[src/rtl/pcie_dma_pkg.sv]
// Shared types for the PCIe DMA read-side drain path.
//   state_e          : burst FSM states (IDLE, REQ, DATA, NEXT)
//   DATA_WIDTH_DEF   : default beat width in bits
//   BYTES_PER_BEAT   : byte count of one default-width beat
package pcie_dma_pkg;

  typedef enum logic [1:0] {
    IDLE = 2'd0,
    REQ  = 2'd1,
    DATA = 2'd2,
    NEXT = 2'd3
  } state_e;

  localparam int DATA_WIDTH_DEF = 128;
  localparam int BYTES_PER_BEAT = DATA_WIDTH_DEF / 8;

endpackage

[src/rtl/fifo_skid_buf.sv]
// Two-entry skid buffer that absorbs the one-cycle read latency of pcie_fifo.
// Ports:
//   clk, rst_n      : clock, asynchronous active-low reset
//   in_valid/in_data: word returned by the FIFO (one cycle after its pop)
//   out_valid/out_ready/out_data : beat stream towards the DMA engine
//   count           : current occupancy (0..2), used by the pop throttle
module fifo_skid_buf #(
  parameter int DATA_WIDTH = 128
) (
  input  logic                  clk,
  input  logic                  rst_n,
  input  logic                  in_valid,
  input  logic [DATA_WIDTH-1:0] in_data,
  output logic                  out_valid,
  input  logic                  out_ready,
  output logic [DATA_WIDTH-1:0] out_data,
  output logic [1:0]            count
);

  logic [DATA_WIDTH-1:0] ent0_q, ent1_q;
  logic                  wr_ptr_q, rd_ptr_q;
  logic [1:0]            count_q, count_d;
  logic                  push, pop;

  assign out_valid = (count_q != 2'd0);
  assign out_data  = rd_ptr_q ? ent1_q : ent0_q;
  assign count     = count_q;

  always_comb begin
    pop     = out_valid && out_ready;
    // Writing while full is only safe if an entry leaves in the same cycle.
    push    = in_valid && ((count_q != 2'd2) || pop);
    count_d = count_q + {1'b0, push} - {1'b0, pop};
  end

  always_ff @(posedge clk or negedge rst_n) begin
    if (!rst_n) begin
      ent0_q   <= '0;
      ent1_q   <= '0;
      wr_ptr_q <= 1'b0;
      rd_ptr_q <= 1'b0;
      count_q  <= 2'd0;
    end else begin
      if (push) begin
        if (wr_ptr_q) ent1_q <= in_data;
        else          ent0_q <= in_data;
        wr_ptr_q <= ~wr_ptr_q;
      end
      if (pop) rd_ptr_q <= ~rd_ptr_q;
      count_q <= count_d;
    end
  end

endmodule

[src/rtl/pcie_fifo_burst_rd.sv]
// Read-side drain stage for pcie_fifo: pops DATA_WIDTH words and emits
// fixed-length DMA write bursts with frame-wrapped start addresses.
// Ports:
//   clk, rst_n           : clock (== FIFO rd_clk), asynchronous active-low reset
//   enable               : allow new bursts (sampled only in IDLE)
//   fifo_rd_en/_data/_empty/_water_level : pcie_fifo read port (data 1 cycle after pop)
//   req_valid/ready/addr/len : burst request handshake to the DMA engine
//   dat_valid/ready/data/last: beat stream to the DMA engine
//   frame_done           : one-cycle pulse after the last burst of a frame
//   busy                 : FSM not in IDLE
module pcie_fifo_burst_rd
  import pcie_dma_pkg::*;
#(
  parameter int                     DATA_WIDTH   = 128,
  parameter int                     LEVEL_WIDTH  = 10,
  parameter int                     BURST_LEN    = 32,
  parameter int                     ADDR_WIDTH   = 32,
  parameter logic [ADDR_WIDTH-1:0]  BASE_ADDR    = '0,
  parameter int                     FRAME_BURSTS = 1024
) (
  input  logic                   clk,
  input  logic                   rst_n,
  input  logic                   enable,
  output logic                   fifo_rd_en,
  input  logic [DATA_WIDTH-1:0]  fifo_rd_data,
  input  logic                   fifo_rd_empty,
  input  logic [LEVEL_WIDTH-1:0] fifo_rd_water_level,
  output logic                   req_valid,
  input  logic                   req_ready,
  output logic [ADDR_WIDTH-1:0]  req_addr,
  output logic [7:0]             req_len,
  output logic                   dat_valid,
  input  logic                   dat_ready,
  output logic [DATA_WIDTH-1:0]  dat_data,
  output logic                   dat_last,
  output logic                   frame_done,
  output logic                   busy
);

  localparam int BEAT_BYTES = DATA_WIDTH / 8;
  localparam int BC_W       = (FRAME_BURSTS > 1) ? $clog2(FRAME_BURSTS) : 1;

  localparam logic [LEVEL_WIDTH-1:0] BURST_LEN_L = LEVEL_WIDTH'(BURST_LEN);
  localparam logic [LEVEL_WIDTH-1:0] LAST_BEAT_L = LEVEL_WIDTH'(BURST_LEN - 1);
  localparam logic [ADDR_WIDTH-1:0]  BURST_BYTES = ADDR_WIDTH'(BURST_LEN * BEAT_BYTES);
  localparam logic [BC_W-1:0]        LAST_BURST  = BC_W'(FRAME_BURSTS - 1);

  state_e                  state_q;
  logic                    req_valid_q;
  logic [ADDR_WIDTH-1:0]   req_addr_q, req_addr_d;
  logic [7:0]              req_len_q;
  logic [LEVEL_WIDTH-1:0]  pop_cnt_q;
  logic [LEVEL_WIDTH-1:0]  beat_cnt_q;
  logic [BC_W-1:0]         burst_cnt_q;
  logic                    frame_done_q;
  logic                    rd_en_d1_q;

  logic                    skid_valid;
  logic [1:0]              skid_count;
  logic [DATA_WIDTH-1:0]   skid_data;
  logic                    beat_fire;
  logic                    last_beat;
  logic                    frame_end;
  logic [2:0]              occ_w;
  logic                    room;

  fifo_skid_buf #(
    .DATA_WIDTH (DATA_WIDTH)
  ) u_skid (
    .clk       (clk),
    .rst_n     (rst_n),
    .in_valid  (rd_en_d1_q),
    .in_data   (fifo_rd_data),
    .out_valid (skid_valid),
    .out_ready (dat_ready),
    .out_data  (skid_data),
    .count     (skid_count)
  );

  assign beat_fire = skid_valid && dat_ready;
  assign last_beat = (beat_cnt_q == LAST_BEAT_L);
  assign frame_end = (burst_cnt_q == LAST_BURST);

  // Occupancy the skid will have once the in-flight word lands. The beat
  // retiring this cycle frees a slot, which keeps 1 beat/cycle when
  // dat_ready stays high; a full skid never gets a new pop.
  assign occ_w = {1'b0, skid_count} + {2'b0, rd_en_d1_q};
  assign room  = (skid_count != 2'd2) && (occ_w < (3'd2 + {2'b0, beat_fire}));

  assign fifo_rd_en = (state_q == DATA) && !fifo_rd_empty &&
                      (pop_cnt_q < BURST_LEN_L) && room;

  assign req_addr_d = frame_end ? BASE_ADDR : (req_addr_q + BURST_BYTES);

  assign req_valid  = req_valid_q;
  assign req_addr   = req_addr_q;
  assign req_len    = req_len_q;
  assign dat_valid  = skid_valid;
  assign dat_data   = skid_data;
  assign dat_last   = skid_valid && last_beat;
  assign frame_done = frame_done_q;
  assign busy       = (state_q != IDLE);

  always_ff @(posedge clk or negedge rst_n) begin
    if (!rst_n) begin
      state_q      <= IDLE;
      req_valid_q  <= 1'b0;
      req_addr_q   <= BASE_ADDR;
      req_len_q    <= 8'd0;
      pop_cnt_q    <= '0;
      beat_cnt_q   <= '0;
      burst_cnt_q  <= '0;
      frame_done_q <= 1'b0;
      rd_en_d1_q   <= 1'b0;
    end else begin
      frame_done_q <= 1'b0;
      rd_en_d1_q   <= fifo_rd_en;
      case (state_q)
        IDLE: begin
          if (enable && (fifo_rd_water_level >= BURST_LEN_L)) begin
            state_q     <= REQ;
            req_valid_q <= 1'b1;
            req_len_q   <= 8'(BURST_LEN);
          end
        end
        REQ: begin
          if (req_ready) begin
            req_valid_q <= 1'b0;
            pop_cnt_q   <= '0;
            beat_cnt_q  <= '0;
            state_q     <= DATA;
          end
        end
        DATA: begin
          if (fifo_rd_en) pop_cnt_q <= pop_cnt_q + 1'b1;
          if (beat_fire) begin
            if (last_beat) begin
              state_q <= NEXT;
              // Pulse lands in the NEXT cycle, right after the last beat.
              if (frame_end) frame_done_q <= 1'b1;
            end else begin
              beat_cnt_q <= beat_cnt_q + 1'b1;
            end
          end
        end
        NEXT: begin
          req_addr_q  <= req_addr_d;
          burst_cnt_q <= frame_end ? '0 : (burst_cnt_q + 1'b1);
          state_q     <= IDLE;
        end
        default: state_q <= IDLE;
      endcase
    end
  end

endmodule

[config.mk]
export PLATFORM = sky130hd
export DESIGN_NAME = pcie_fifo_burst_rd
export DESIGN_NICKNAME = d
export VERILOG_FILES = /design/src/rtl/pcie_dma_pkg.sv /design/src/rtl/fifo_skid_buf.sv /design/src/rtl/pcie_fifo_burst_rd.sv
export SDC_FILE = /design/constraint.sdc
export NUM_CORES = 1
export LEC_CHECK = 0
export ABC_AREA = 1
export CORE_MARGIN = 1
export CORE_UTILIZATION = 50
export CTS_CLUSTER_SIZE = 24
export DETAILED_ROUTE_END_ITERATION = 16
export DONT_BUFFER_PORTS = 1
export SLEW_MARGIN = 40
export SYNTH_ARGS = -nofsm -noshare
export SYNTH_HDL_FRONTEND = slang
export SYNTH_SLANG_ARGS = --single-unit
[constraint.sdc]
create_clock -name clk -period 2.3 [get_ports clk]
set_clock_uncertainty 0.1 [all_clocks]
set_input_delay 0.46 -clock clk [delete_from_list [all_inputs] [get_ports clk]]
set_output_delay 0.46 -clock clk [all_outputs]
set_load 0.005 [all_outputs]
Word level (Yosys, flattened, before mapping). Cells that the tools add are included.

Reductions and logical operators: 22. Eq/ne operators: 12. Order comparisons: 3. $add $sub $neg: 8. Mux-type cells: 21. Bitwise operators: 2.

Operators with widths (number): 128-bit 2-to-1 mux (1); 10-bit 2-to-1 mux (5); 10-bit one-hot mux with 2 select lines (2); 32-bit by 10-bit adder with 32-bit output (second input constant) (1); 32-bit 2-to-1 mux (1); 10-bit by 1-bit adder with 10-bit output (second input constant) (3); 2-bit != test (second input constant) (7); 10-bit equality test (second input constant) (1); 10-bit by 5-bit equality test with 1-bit output (second input constant) (1); 10-bit by 6-bit >= comparator with 1-bit output (second input constant) (1); 10-bit by 6-bit < comparator with 1-bit output (second input constant) (1); 1-bit logical AND (8); 2-bit 2-to-1 mux (4); 2-bit one-hot mux with 4 select lines (1); 4-bit AND reduction (2); 2-bit nonzero test (4); 1-bit 2-to-1 mux (6); 2-bit AND reduction (3); 3-bit AND reduction (2); 2-bit equality test (second input constant) (2); 2-bit by 1-bit adder with 3-bit output (1); 2-bit by 1-bit adder with 3-bit output (first input constant) (1); 3-bit < comparator (1); 2-bit by 1-bit adder with 2-bit output (1); other kinds (7) (8).

Logic and storage cells: 82. Register bits after elaboration: 328.

Longest topological paths before layout.
Depth after elaboration: 8. Mapped depth: 11. Mapped depth without buffers: 11.

By module. A second synthesis with hierarchy kept.

Cell total of the unflattened synthesis: 2030. Area total of the unflattened synthesis: 15723.8 um^2.

By module, submodules not included: fifo_skid_buf (instances 1, area an instance 12244.2 um^2, sequential area each 6506.2 um^2, cells an instance 1576); pcie_fifo_burst_rd (instances 1, area an instance 3479.6 um^2, sequential area each 1476.4 um^2, cells an instance 454).

Worst setup path after synthesis. No wires, ideal clock.

Path type: register -> register. From: register state_q[0]. To: register pop_cnt_q[6]. Stages on the path, launching flop included: 12. Arrival time: 1.671 ns. Slack: 0.412 ns. Path through: dfrtp_1 -> inv_1 -> ha_1 -> clkinv_1 -> nor2_1 -> nand2_1 -> nor2_1 -> nand2_1 -> nand2_1 -> nand2_1 -> inv_1 -> nor2_1.

Longest elaborated chain between the ends: 6. Elaborated cells on any way between the ends: 10.

Ends and longest elaborated chain: from (decl) (RTL line pcie_fifo_burst_rd.sv:48) `state_e state_q;`; from (signal assigned) (RTL line pcie_fifo_burst_rd.sv:106) `state_q <= IDLE;`; from (signal assigned) (RTL line pcie_fifo_burst_rd.sv:121) `state_q <= REQ;`; from (signal assigned) (RTL line pcie_fifo_burst_rd.sv:131) `state_q <= DATA;`; 2-bit equality test (RTL line pcie_fifo_burst_rd.sv:90, pcie_fifo_burst_rd.sv:118); 1-bit logical AND (2 in a row) (RTL line pcie_fifo_burst_rd.sv:90) `assign fifo_rd_en = (state_q == DATA) && !fifo_rd_empty &&`; 1-bit logical AND (RTL line pcie_fifo_burst_rd.sv:91) `(pop_cnt_q < BURST_LEN_L) && room;`; 2-bit != test (no source line); 3-bit AND reduction (no source line); to (signal assigned) (RTL line pcie_fifo_burst_rd.sv:135) `if (fifo_rd_en) pop_cnt_q <= pop_cnt_q + 1'b1;`; to (decl) (RTL line pcie_fifo_burst_rd.sv:52) `logic [LEVEL_WIDTH-1:0] pop_cnt_q;`.

Parallel ways exist; a longest one is shown, timed or not. A chain may end at the register's enable or synchronous reset.

Worst setup path in the final report.
From: register u_skid.rd_ptr_q. To: output dat_data[45].

Longest elaborated chain between the ends: 1.

Ends and longest elaborated chain: from (decl) (RTL line fifo_skid_buf.sv:21) `logic wr_ptr_q, rd_ptr_q;`; from (signal assigned) (RTL line fifo_skid_buf.sv:49) `if (pop) rd_ptr_q <= ~rd_ptr_q;`; 128-bit 2-to-1 mux (RTL line fifo_skid_buf.sv:26) `assign out_data = rd_ptr_q ? ent1_q : ent0_q;`; to (decl) (RTL line pcie_fifo_burst_rd.sv:34) `output logic [DATA_WIDTH-1:0] dat_data,`.

Every way passes these cells.

==> impl_metrics.prom <==
# TYPE chip_impl_metric gauge
chip_impl_info{name="synth_top_family_by_area",value="simple AND/OR/NAND/NOR gates"} 1
chip_impl_metric{name="final_util",unit=""} 0.583
chip_impl_metric{name="worstSetupPathDepth",unit=""} 4
chip_impl_metric{name="gpl.final_weighted_congestion",unit=""} 0.804
chip_impl_info{name="run_status",value="complete, but fails checks"} 1
chip_impl_info{name="cp_max_delay_cell",value="sky130_fd_sc_hd__dfrtp_4"} 1
chip_impl_metric{name="fin_crit_sh",unit=""} 0.971
chip_impl_metric{name="combPwrFrac",unit=""} 0.318
chip_impl_metric{name="setup-violations-final",unit=""} 0
chip_impl_metric{name="yosysWarningCount",unit=""} 0
chip_impl_metric{name="cell_area_after_synthesis",unit="µm²"} 15200
chip_impl_metric{name="wire_length_of_the_first_global_routing_pass",unit="µm"} 55700
chip_impl_metric{name="timing.final.ws_setup",unit="ns"} 0.0656
chip_impl_metric{name="numClockSinks",unit=""} 319
chip_impl_metric{name="leakage",unit="nW"} 9.08
chip_impl_metric{name="via_per_inst",unit=""} 4.98
chip_impl_info{name="r2r-start",value="rd_en_d1_q"} 1
chip_impl_metric{name="clock_tree.htree_level_count",unit=""} 2
chip_impl_metric{name="placement_rows",unit=""} 63
chip_impl_metric{name="critical_path_buf_inv_count",unit=""} 2
chip_impl_metric{name="finalNetCount",unit=""} 2058
chip_impl_metric{name="slowest_delay",unit="ns"} 0.55
chip_impl_info{name="yosys_top_cell_by_area",value="sky130_fd_sc_hd__dfrtp_1"} 1
chip_impl_metric{name="core",unit="µm²"} 29700
chip_impl_metric{name="final-max-slew-violation-count",unit=""} 0
chip_impl_metric{name="worst_slew_margin_rel",unit=""} 0.620
chip_impl_info{name="critical_path.most_common_cell",value="sky130_fd_sc_hd__nand2_1"} 1
chip_impl_metric{name="routed_wire_length",unit="µm"} 34400
chip_impl_metric{name="maxClockFrequency",unit="MHz"} 448
chip_impl_metric{name="fp.dieArea",unit="µm²"} 31000
chip_impl_metric{name="post_cts_hold_buffer_count",unit=""} 57
chip_impl_metric{name="synth_cell_types",unit=""} 32
chip_impl_metric{name="drtPass1Iterations",unit=""} 5
chip_impl_metric{name="detailedRoute.firstIterationViolations",unit=""} 965
chip_impl_metric{name="worst-endpoint-required",unit="ns"} 1.74
chip_impl_metric{name="io_pins",unit=""} 318
chip_impl_metric{name="synth_simple_gate_area_frac",unit=""} 0.237
chip_impl_metric{name="peakVddDrop",unit="V"} 0.000692
chip_impl_info{name="synth_commonest_cells",value="sky130_fd_sc_hd__nand2_1, sky130_fd_sc_hd__dfrtp_1, sky130_fd_sc_hd__inv_1, sky130_fd_sc_hd__o21ai_0, sky130_fd_sc_hd__o21ai_2"} 1
chip_impl_metric{name="cts_max_path_buffers",unit=""} 3
chip_impl_metric{name="initial_core_util",unit=""} 0.510
chip_impl_metric{name="p_clk_frac",unit=""} 0.266
chip_impl_metric{name="synth-xor-area-share",unit=""} 0.00866
chip_impl_info{name="critPathTopFamily",value="flip-flops"} 1
chip_impl_metric{name="port_buffers",unit=""} 0
chip_impl_metric{name="cts_made_buffers",unit=""} 36
chip_impl_metric{name="antenna_violating_nets_post_route",unit=""} 0
chip_impl_metric{name="grt_start_max_net_pins",unit=""} 320
chip_impl_metric{name="synth_enable_flop_cells",unit=""} 0
chip_impl_metric{name="die_h",unit="µm"} 176
chip_impl_info{name="violations",value="hold timing"} 1
chip_impl_metric{name="detailed_place_hpwl",unit="µm"} 21500
chip_impl_metric{name="syn_to_final_growth",unit="%"} 14.3
chip_impl_info{name="rsz0062_at_grt",value="yes"} 1
chip_impl_metric{name="pwr-share-seq",unit=""} 0.416
chip_impl_metric{name="pwr_density_cell",unit="nW/µm²"} 1270
chip_impl_metric{name="yosys-mux-area-fraction",unit=""} 0
chip_impl_metric{name="layout-drive-gt1-share",unit=""} 0.117
chip_impl_metric{name="tightestPinTransition",unit="ns"} 0.570
chip_impl_info{name="worst_hold_path_type",value="in -> async"} 1
chip_impl_metric{name="final_design_area_no_fill",unit="µm²"} 17300
chip_impl_info{name="cp_startpoint",value="u_skid.rd_ptr_q"} 1
chip_impl_metric{name="postSynth.asyncResetShare",unit=""} 1.00
chip_impl_metric{name="synth-compound-area-share",unit=""} 0.124
chip_impl_info{name="start_kind",value="flop"} 1
chip_impl_metric{name="drc_errors",unit=""} 0
chip_impl_metric{name="vias_in_the_first_global_route",unit=""} 10800
chip_impl_metric{name="grt_overflow",unit=""} 0
chip_impl_metric{name="diodes",unit=""} 0
chip_impl_info{name="endpoint_kind",value="output pin"} 1
chip_impl_info{name="worst-setup-path-type",value="reg -> out"} 1
chip_impl_info{name="post-synth-top-count-cell",value="sky130_fd_sc_hd__nand2_1"} 1
chip_impl_metric{name="final.setup.tns",unit="ns"} 0
chip_impl_metric{name="post-place-ws",unit="ns"} 0.281
chip_impl_metric{name="synth.yosys.seq_area_share",unit=""} 0.526
chip_impl_metric{name="clock_latency",unit="ns"} 0.50
chip_impl_metric{name="crit_arrival",unit="ns"} 1.67
chip_impl_info{name="critical_path.cell_chain",value="clkinv_8 > buf_16 > nand2_1 > nand2_1"} 1
chip_impl_metric{name="synth-adder-area-share",unit=""} 0.00990
chip_impl_metric{name="fin_worst_hold_slack",unit="ns"} -0.450
chip_impl_metric{name="power_switching_share",unit=""} 0.361
chip_impl_metric{name="timing.final.hold_violations",unit=""} 319
chip_impl_metric{name="worst-r2r-cell-count",unit=""} 11
chip_impl_metric{name="post_dp_cell_area",unit="µm²"} 15400
chip_impl_metric{name="min_period",unit="ns"} 2.23
chip_impl_metric{name="post_synthesis_average_cell_area",unit="µm²"} 8.13
chip_impl_info{name="dominantRegCellSynth",value="sky130_fd_sc_hd__dfrtp_1"} 1
chip_impl_metric{name="netlist_instances",unit=""} 1865
chip_impl_metric{name="dr_total_vias",unit=""} 11500
chip_impl_info{name="cts_tree",value="built"} 1
chip_impl_metric{name="clock_transition_at_the_registers_of_the_reported_paths",unit="ns"} 0.06
chip_impl_info{name="ys_top_cells_by_area",value="sky130_fd_sc_hd__dfrtp_1, sky130_fd_sc_hd__nand2_1, sky130_fd_sc_hd__o21ai_2"} 1
chip_impl_info{name="clockRootBuffer",value="sky130_fd_sc_hd__clkbuf_16"} 1
chip_impl_metric{name="synthDominantCellAreaShare",unit=""} 0.526
chip_impl_metric{name="max_cap_viol_count",unit=""} 0
chip_impl_metric{name="initial_antenna_violation_count",unit=""} 1
chip_impl_metric{name="chipWidth",unit="µm"} 176
chip_impl_metric{name="routed_wire_length_per_instance",unit="µm"} 14.8
chip_impl_metric{name="globalRouteTotalUtil",unit=""} 0.221
chip_impl_metric{name="synth.ff_latch_count",unit=""} 319
chip_impl_metric{name="internal-power",unit="mW"} 14.1
chip_impl_metric{name="net-switching-power",unit="mW"} 7.95
chip_impl_metric{name="crit_fanout",unit=""} 46
## stage by stage
stage          power (mW)  cells
2_1_floorplan        14.2   1880
3_3_place_gp         15.8   2192
3_5_place_dp         16.0   2192
4_1_cts              22.3   2314
5_1_grt              23.7   2316
6_report             22.0   2316
## cell families after synthesis
logic type,count (synthesis)
AO/OA/AOI/OAI,290
XOR/XNOR,15
adder cells (fa/ha/maj),12
buffers and inverters,303
flip-flops,319
other,1
AND/OR/NAND/NOR,925
## power groups by stage
| stage | Clock [mW] | Combinational [mW] | Sequential [mW] |
|---|---|---|---|
| 6_report | 5.86 | 7.01 | 9.16 |
| 5_1_grt | 6.25 | 8.02 | 9.46 |
| 4_1_cts | 6.02 | 7.12 | 9.13 |
| 3_5_place_dp | 0 | 6.83 | 9.20 |
| 3_3_place_gp | 0 | 6.67 | 9.13 |
| 2_1_floorplan | 0 | 5.29 | 8.91 |
## cell usage in the layout (no fill, tap or decap), types with 3 or more instances in the layout
cell                            netlist  routed
sky130_fd_sc_hd__ha_1                12       8
sky130_fd_sc_hd__clkbuf_8             0      11
sky130_fd_sc_hd__buf_12               0       8
sky130_fd_sc_hd__a21oi_1             10      10
sky130_fd_sc_hd__bufinv_16            0       3
sky130_fd_sc_hd__dlygate4sd3_1        0      57
sky130_fd_sc_hd__ha_2                 0       3
sky130_fd_sc_hd__clkbuf_16            0      37
sky130_fd_sc_hd__nand2_2              1       7
sky130_fd_sc_hd__o21ai_2            110     110
sky130_fd_sc_hd__inv_1              196     193
sky130_fd_sc_hd__xor2_1              10      10
sky130_fd_sc_hd__o21bai_1             3       3
sky130_fd_sc_hd__nand4_1             14      14
sky130_fd_sc_hd__nor2_1              80      78
sky130_fd_sc_hd__nand3b_1             3       3
sky130_fd_sc_hd__nand3_1             34      33
sky130_fd_sc_hd__nand2_1            781     774
sky130_fd_sc_hd__clkinv_2             0       8
sky130_fd_sc_hd__buf_4               16      21
sky130_fd_sc_hd__xnor2_1              5       5
sky130_fd_sc_hd__o21ai_0            154     154
sky130_fd_sc_hd__buf_16               0       4
sky130_fd_sc_hd__dfrtp_1            319     317
sky130_fd_sc_hd__nor3_1               9       9
sky130_fd_sc_hd__conb_1               1      16
sky130_fd_sc_hd__o21ai_1             10      10
## registers in the layout, summed over array words and instances, names as in the netlist
signal           cells
beat_cnt_q          10
u_skid.ent1_q      128
u_skid.ent0_q      128
u_skid.count         2
u_skid.wr_ptr_q      1
req_addr            23
req_valid            1
frame_done           1
rd_en_d1_q           1
u_skid.rd_ptr_q      1
pop_cnt_q           10
burst_cnt_q         10
state_q              2
req_len              1
## path summary, 6_finish.rpt
kind | to | slack (ns)
worst min-delay path | u_skid.ent0_q[115] | -0.45
worst min register to register | u_skid.ent0_q[37] | 0.38
worst max register to register | pop_cnt_q[9] | 0.28
worst max-delay path | dat_data[45] | 0.07
min in group clk | u_skid.ent0_q[2] | 0.02
max in group asynchronous | u_skid.rd_ptr_q | 2.00
## layer usage
layer	GRT usage	share of wire	routed length [µm]	vias up
li1	-	-	-	5795
met1	0.303	0.45	15400	5371
met2	0.353	0.47	16100	304
met3	0.0461	0.060	2060	58
met4	0.0638	0.022	744	2
met5	0	0.00041	14	-
## what timing repair did
action	4_1_cts	5_1_grt
endpoints found under the setup margin	115	47
cloned	1	0
endpoints found under the hold margin	377	319
gates resized for setup	9	17
buffers inserted	2	2
pin swaps	0	2
## layout make-up
type	count	area (µm²)
timing repair buffer	90	998
clock buffer	50	1080
tap	390	488
sequential	319	7990
multi-input combinational	1258	5870
clock inverter	12	141
inverter	197	753
fill	2708	12400
Power figures use the tool's default switching activity.
==> edit 1, RTL diff (same flow settings) <==
The parameter `LEVEL_WIDTH` goes from 10 to 20.
--- a/src/rtl/pcie_fifo_burst_rd.sv
+++ b/src/rtl/pcie_fifo_burst_rd.sv
@@ -12,7 +12,7 @@
   import pcie_dma_pkg::*;
 #(
   parameter int                     DATA_WIDTH   = 128,
-  parameter int                     LEVEL_WIDTH  = 10,
+  parameter int                     LEVEL_WIDTH  = 20,
   parameter int                     BURST_LEN    = 32,
   parameter int                     ADDR_WIDTH   = 32,
   parameter logic [ADDR_WIDTH-1:0]  BASE_ADDR    = '0,
Interface: changed (resized fifo_rd_water_level); port bits go from 318 to 328. No check against the original RTL was run, so the function may have changed too.
==> edit 1 against the original RTL <==
The run ends with hold timing, setup timing left. Wire length up 12%. Count of clock-buffer cells in the layout increased by 10. Critical endpoint is now fifo_rd_en. Sequential cell count up 20. Highest routed layer is now met4. Cell area increased by 12%. Global-route usage is 0.47 points higher. Area after synthesis increased by 8.4%. Worst setup slack got worse by 190 ps. Clock power grew 3.6%. Total power up 2.5%.
==> edit 1: results (changes against the original RTL) <==
dp_slack_ps: 148  # -132 ps
hold_viol: 339  # +6.3%
numPlacedInstances: 2433  # +11%
routabilityCongestion: 0.865  # +7.6%
cpMaxStageDelayCell: "dfrtp_1"
fill_cells: 2949  # +8.9%
violations: "hold timing, setup timing"
nets: 2325  # +13%
numCtsBuffers: 38  # +5.6%
synth-xor-area-share: 0.0107  # +0.00199
ys_async_sr_fraction: 1.00  # unchanged
synth.distinct_cells: 36  # +13%
cp_top_family: "flip-flops"
routed_wl_um: 38300  # +12%
r2r_end: "beat_cnt_q[15]"
syn-instance-count: 2056  # +10%
synthTopCellsByArea: "dfrtp_1, nand2_1, o21ai_2"
cp.arrival_ps: 1860  # +190 ps
synth_adder_area_share: 0.00990  # about the same
grtUsageMet2: 0.365  # +0.0115
fin_cells: 2631  # +14%
ir_worst_vdd_v: 0.000636  # -8.0%
switching_share: 0.361  # about the same
met3_usage: 0.0598  # +0.0137
grt_start_max_net_pins: 340  # +6.3%
grt_pass1_vias: 12465  # +16%
r2r_slack_ps: 170  # -110 ps
dr_wl_met3_um: 3010  # +46%
use_met1: 0.301  # -0.00294
top_layer: "met4"
cpPeakStageDelay_ps: 400  # -150 ps
drive_gt1_frac: 0.109  # -0.00852
synth-compound-area-share: 0.120  # -0.00373
leakage_nw: 9.91  # +9.1%
antenna_found_initial: 2  # +1
drt_iter0_drc: 960  # -0.52%
wl_met1_um: 16900  # +9.8%
vias: 13197  # +14%
setup_violations: 1  # +1
rr_worst_depth: 10  # -1
path_max_fanout: 2  # -96%
setup_slack_ps: -121  # -186 ps
grt_pass1_wl_um: 62100  # +12%
dr_wl_met2_um: 17700  # +9.3%
netlist_top_cells_count: "nand2_1, dfrtp_1, inv_1, o21ai_0, nor2_1"
status: "complete, but fails checks"
maxCapViolations: 0  # unchanged
gr-usage-all-layers: 0.226  # +0.00466
dpl.hpwl_um: 23700  # +10%
holdWs_ps: -458  # -8.27 ps
r2r_start: "state_q[1]"
slew_headroom: 0.488  # -0.132
hold_buffers: 112  # +96%
tns_ps: -121  # -121 ps
[edit 1: cell count changes in the layout (fill, tap and decap cells not counted), sizes merged, moves of 7 or more]
cell / before / now
buf: 33 / 45
clkbuf: 50 / 62
dfrtp: 319 / 339
dlygate4sd3: 57 / 112
inv: 195 / 202
nand2: 783 / 845
nand3: 34 / 55
nand4: 14 / 24
nor2: 80 / 112
o21ai: 274 / 290
xor2: 10 / 17
[edit 1: through the flow]
step	util	cell area (sq um)
after global placement	0.517	16800
after floorplan	-	16500
after global routing	0.599	19400
after detailed placement	0.517	16800
final	0.599	19400
after CTS	0.593	19200
[edit 1: final cells by class]
class,count,area share
inverter,201,0.0391
antenna,2,0.000257
clock buffer,60,0.0584
tap,442,0.0284
multi-input combinational,1419,0.342
timing repair buffer,159,0.0887
clock inverter,9,0.00637
sequential,339,0.436
[edit 1: power groups by stage]
stage                     combinational (W)  clock, W  sequential (W)
final                               0.00740   0.00607         0.00909
after global routing                0.00838   0.00648         0.00935
after CTS                           0.00720   0.00625         0.00906
after detailed placement            0.00694         0         0.00915
after global placement              0.00680         0         0.00908
after floorplan                     0.00533         0         0.00888
[edit 1: repair_timing]
action                                  in CTS  in global routing
resized for setup                           15                 17
setup buffers                                3                 10
endpoints found under the setup margin       4                 16
pin swaps                                    3                  8
hold endpoints to repair                   457                339
cloned                                       0                  2
[edit 1: worst max-delay path by stage]
stage | from | endpoint | cells after the start
2_1_floorplan | state_q[1] | beat_cnt_q[19] | 10
3_3_place_gp | state_q[1] | beat_cnt_q[5] | 8
3_5_place_dp | state_q[1] | beat_cnt_q[5] | 8
4_1_cts | rd_en_d1_q | fifo_rd_en | 8
5_1_grt | rd_en_d1_q | fifo_rd_en | 8
6_report | rd_en_d1_q | fifo_rd_en | 8
==> edit 2, RTL diff (same flow settings) <==
Made on the original files. Make the reset (`rst_n`) synchronous in 2 clocked blocks. Comments in the files are not updated.
--- a/src/rtl/fifo_skid_buf.sv
+++ b/src/rtl/fifo_skid_buf.sv
@@ -33,7 +33,7 @@
     count_d = count_q + {1'b0, push} - {1'b0, pop};
   end
 
-  always_ff @(posedge clk or negedge rst_n) begin
+  always_ff @(posedge clk) begin
     if (!rst_n) begin
       ent0_q   <= '0;
       ent1_q   <= '0;
--- a/src/rtl/pcie_fifo_burst_rd.sv
+++ b/src/rtl/pcie_fifo_burst_rd.sv
@@ -101,7 +101,7 @@
   assign frame_done = frame_done_q;
   assign busy       = (state_q != IDLE);
 
-  always_ff @(posedge clk or negedge rst_n) begin
+  always_ff @(posedge clk) begin
     if (!rst_n) begin
       state_q      <= IDLE;
       req_valid_q  <= 1'b0;
Behaviour: differs if rst_n is asserted again (counterexample within 4 cycles, from zero or initial values and one cycle with rst_n low); with rst_n held inactive, the same outputs for 4 cycles.
==> edit 2 against the original RTL <==
Worst setup slack worse by 25 ps. Wire length increased by 13%. Cell area down 4.2%. Sequential cell count stayed put. Final cell count rose by 6.3%. Area after synthesis is 6.5% lower. Critical endpoint is now dat_data[124].
Power is not compared: it rests on default switching activity, and its combinational part moved more than twofold at a synthesized area within 25%.
==> edit 2: results (changes against the original RTL) <==
drt_iter0_drc: 883  # -8.5%
path_max_fanout: 112  # +140%
gr-usage-all-layers: 0.259  # +0.0383
synth_top_area_cell: "dfxtp_1"
wire_per_inst_um: 15.7  # +5.9%
netlist_top_cells_count: "nand2_1, nor2_1, dfxtp_1, o21ai_0, inv_1"
routabilityCongestion: 0.792  # -1.5%
ys_seq_area_frac: 0.450  # -0.0762
fill_cells: 2599  # -4.0%
cp.arrival_ps: 1700  # +30 ps
cpMaxStageDelayCell: "o21ai_0"
dr.pass1.iters: 5  # unchanged
final_common_cell: "nand2_1"
syn-instance-count: 2001  # +7.3%
grt_pass1_wl_um: 61000  # +9.7%
numPlacedInstances: 2271  # +3.6%
clkLatencyLatePin_ps: 500  # about the same
antenna_found_initial: 0  # -1
nets: 2216  # +7.7%
hp-class: "primary input to register"
dpl.hpwl_um: 21300  # -0.94%
routed_wl_um: 38700  # +13%
slew_headroom: 0.536  # -0.0837
cp_top_family: "compound AO/OA/AOI/OAI gates"
cpPeakStageDelay_ps: 530  # -20 ps
vias: 12926  # +12%
grt_start_max_net_pins: 113  # -65%
synth.distinct_cells: 42  # +31%
grt_pass1_vias: 12115  # +12%
status: "finished, final reports clean"
synthTopCellsByArea: "dfxtp_1, nand2_1, nor2_1"
drive_gt1_frac: 0.0552  # -0.0622
ys_async_sr_fraction: 0  # -1.00
[edit 2: power breakdown]
group | total [W] | switching, W | internal (W)
clock | 0.00565 | 0.00222 | 0.00343
combinational | 0.00215 | 0.00146 | 0.000691
sequential | 0.00591 | 0.000147 | 0.00576
total | 0.0137 | 0.00382 | 0.00988
[edit 2: worst paths after layout]
| path | start | to | slack [ps] | cells past startpoint |
|---|---|---|---|---|
| setup / recovery | u_skid.rd_ptr_q | dat_data[124] | 40 | 2 |
| hold / removal | fifo_rd_data[27] | u_skid.ent1_q[27] | 10 | 2 |
| setup reg to reg | u_skid.count[1] | u_skid.ent1_q[61] | 280 | 10 |
| hold reg to reg | pop_cnt_q[9] | pop_cnt_q[9] | 340 | 2 |
[edit 2: worst reg2reg max path: cells and delay by family, from the launching register on]
kind,cells,cell delay [ps]
buffers and inverters,3,720
flip-flops,1,380
AND/OR/NAND/NOR,7,750
[edit 2: what timing repair did]
action                                  4_1_cts  5_1_grt
hold endpoints to repair                    141        0
setup buffers                                 0        2
hold buffers                                127        0
endpoints found under the setup margin        1       21
pin swaps                                     0        3
resized for setup                             1       18
[edit 2: logic make-up after synthesis]
family / count (synthesis) / synth area share
buf+inv: 341 / 0.121
xor+xnor: 8 / 0.00494
other cells: 1 / 0.000264
simple gates: 883 / 0.256
fa+ha+maj: 12 / 0.0106
flops: 319 / 0.450
compound gates: 437 / 0.157
[edit 2: per-layer routing]
| metal | vias to the layer above | share of wire | GRT usage |
|---|---|---|---|
| met5 | - | 0 | 0 |
| met4 | 0 | 0.026 | 0.0830 |
| met3 | 68 | 0.080 | 0.0698 |
| met2 | 409 | 0.47 | 0.447 |
| met1 | 5961 | 0.42 | 0.312 |
| li1 | 6488 | - | - |
[edit 2: layout make-up]
type                            count  area (sq um)  area share
Inverter                          192           731      0.0440
Multi-Input combinational cell   1356          6160       0.371
Sequential cell                   319          6390       0.385
Timing Repair Buffer              155          1670       0.100
Tap cell                          378           473      0.0285
Clock buffer                       55          1110      0.0671
Clock inverter                      7          60.1     0.00362
[edit 2: per-stage QoR]
| step | hold slack, ps | area [sq um] | util | setup TNS [ps] | worst slack [ps] |
|---|---|---|---|---|---|
| 3_3_place_gp | 316 | 14100 | 0.506 | 0 | 327 |
| 3_5_place_dp | 330 | 14100 | 0.506 | 0 | 289 |
| 2_1_floorplan | 309 | 14200 | - | 0 | 516 |
| 5_1_grt | 4.16 | 16600 | 0.596 | -24.5 | -24.5 |
| 6_report | 9.79 | 16600 | 0.596 | 0 | 40.3 |
| 4_1_cts | 0.233 | 16500 | 0.594 | 0 | 7.38 |
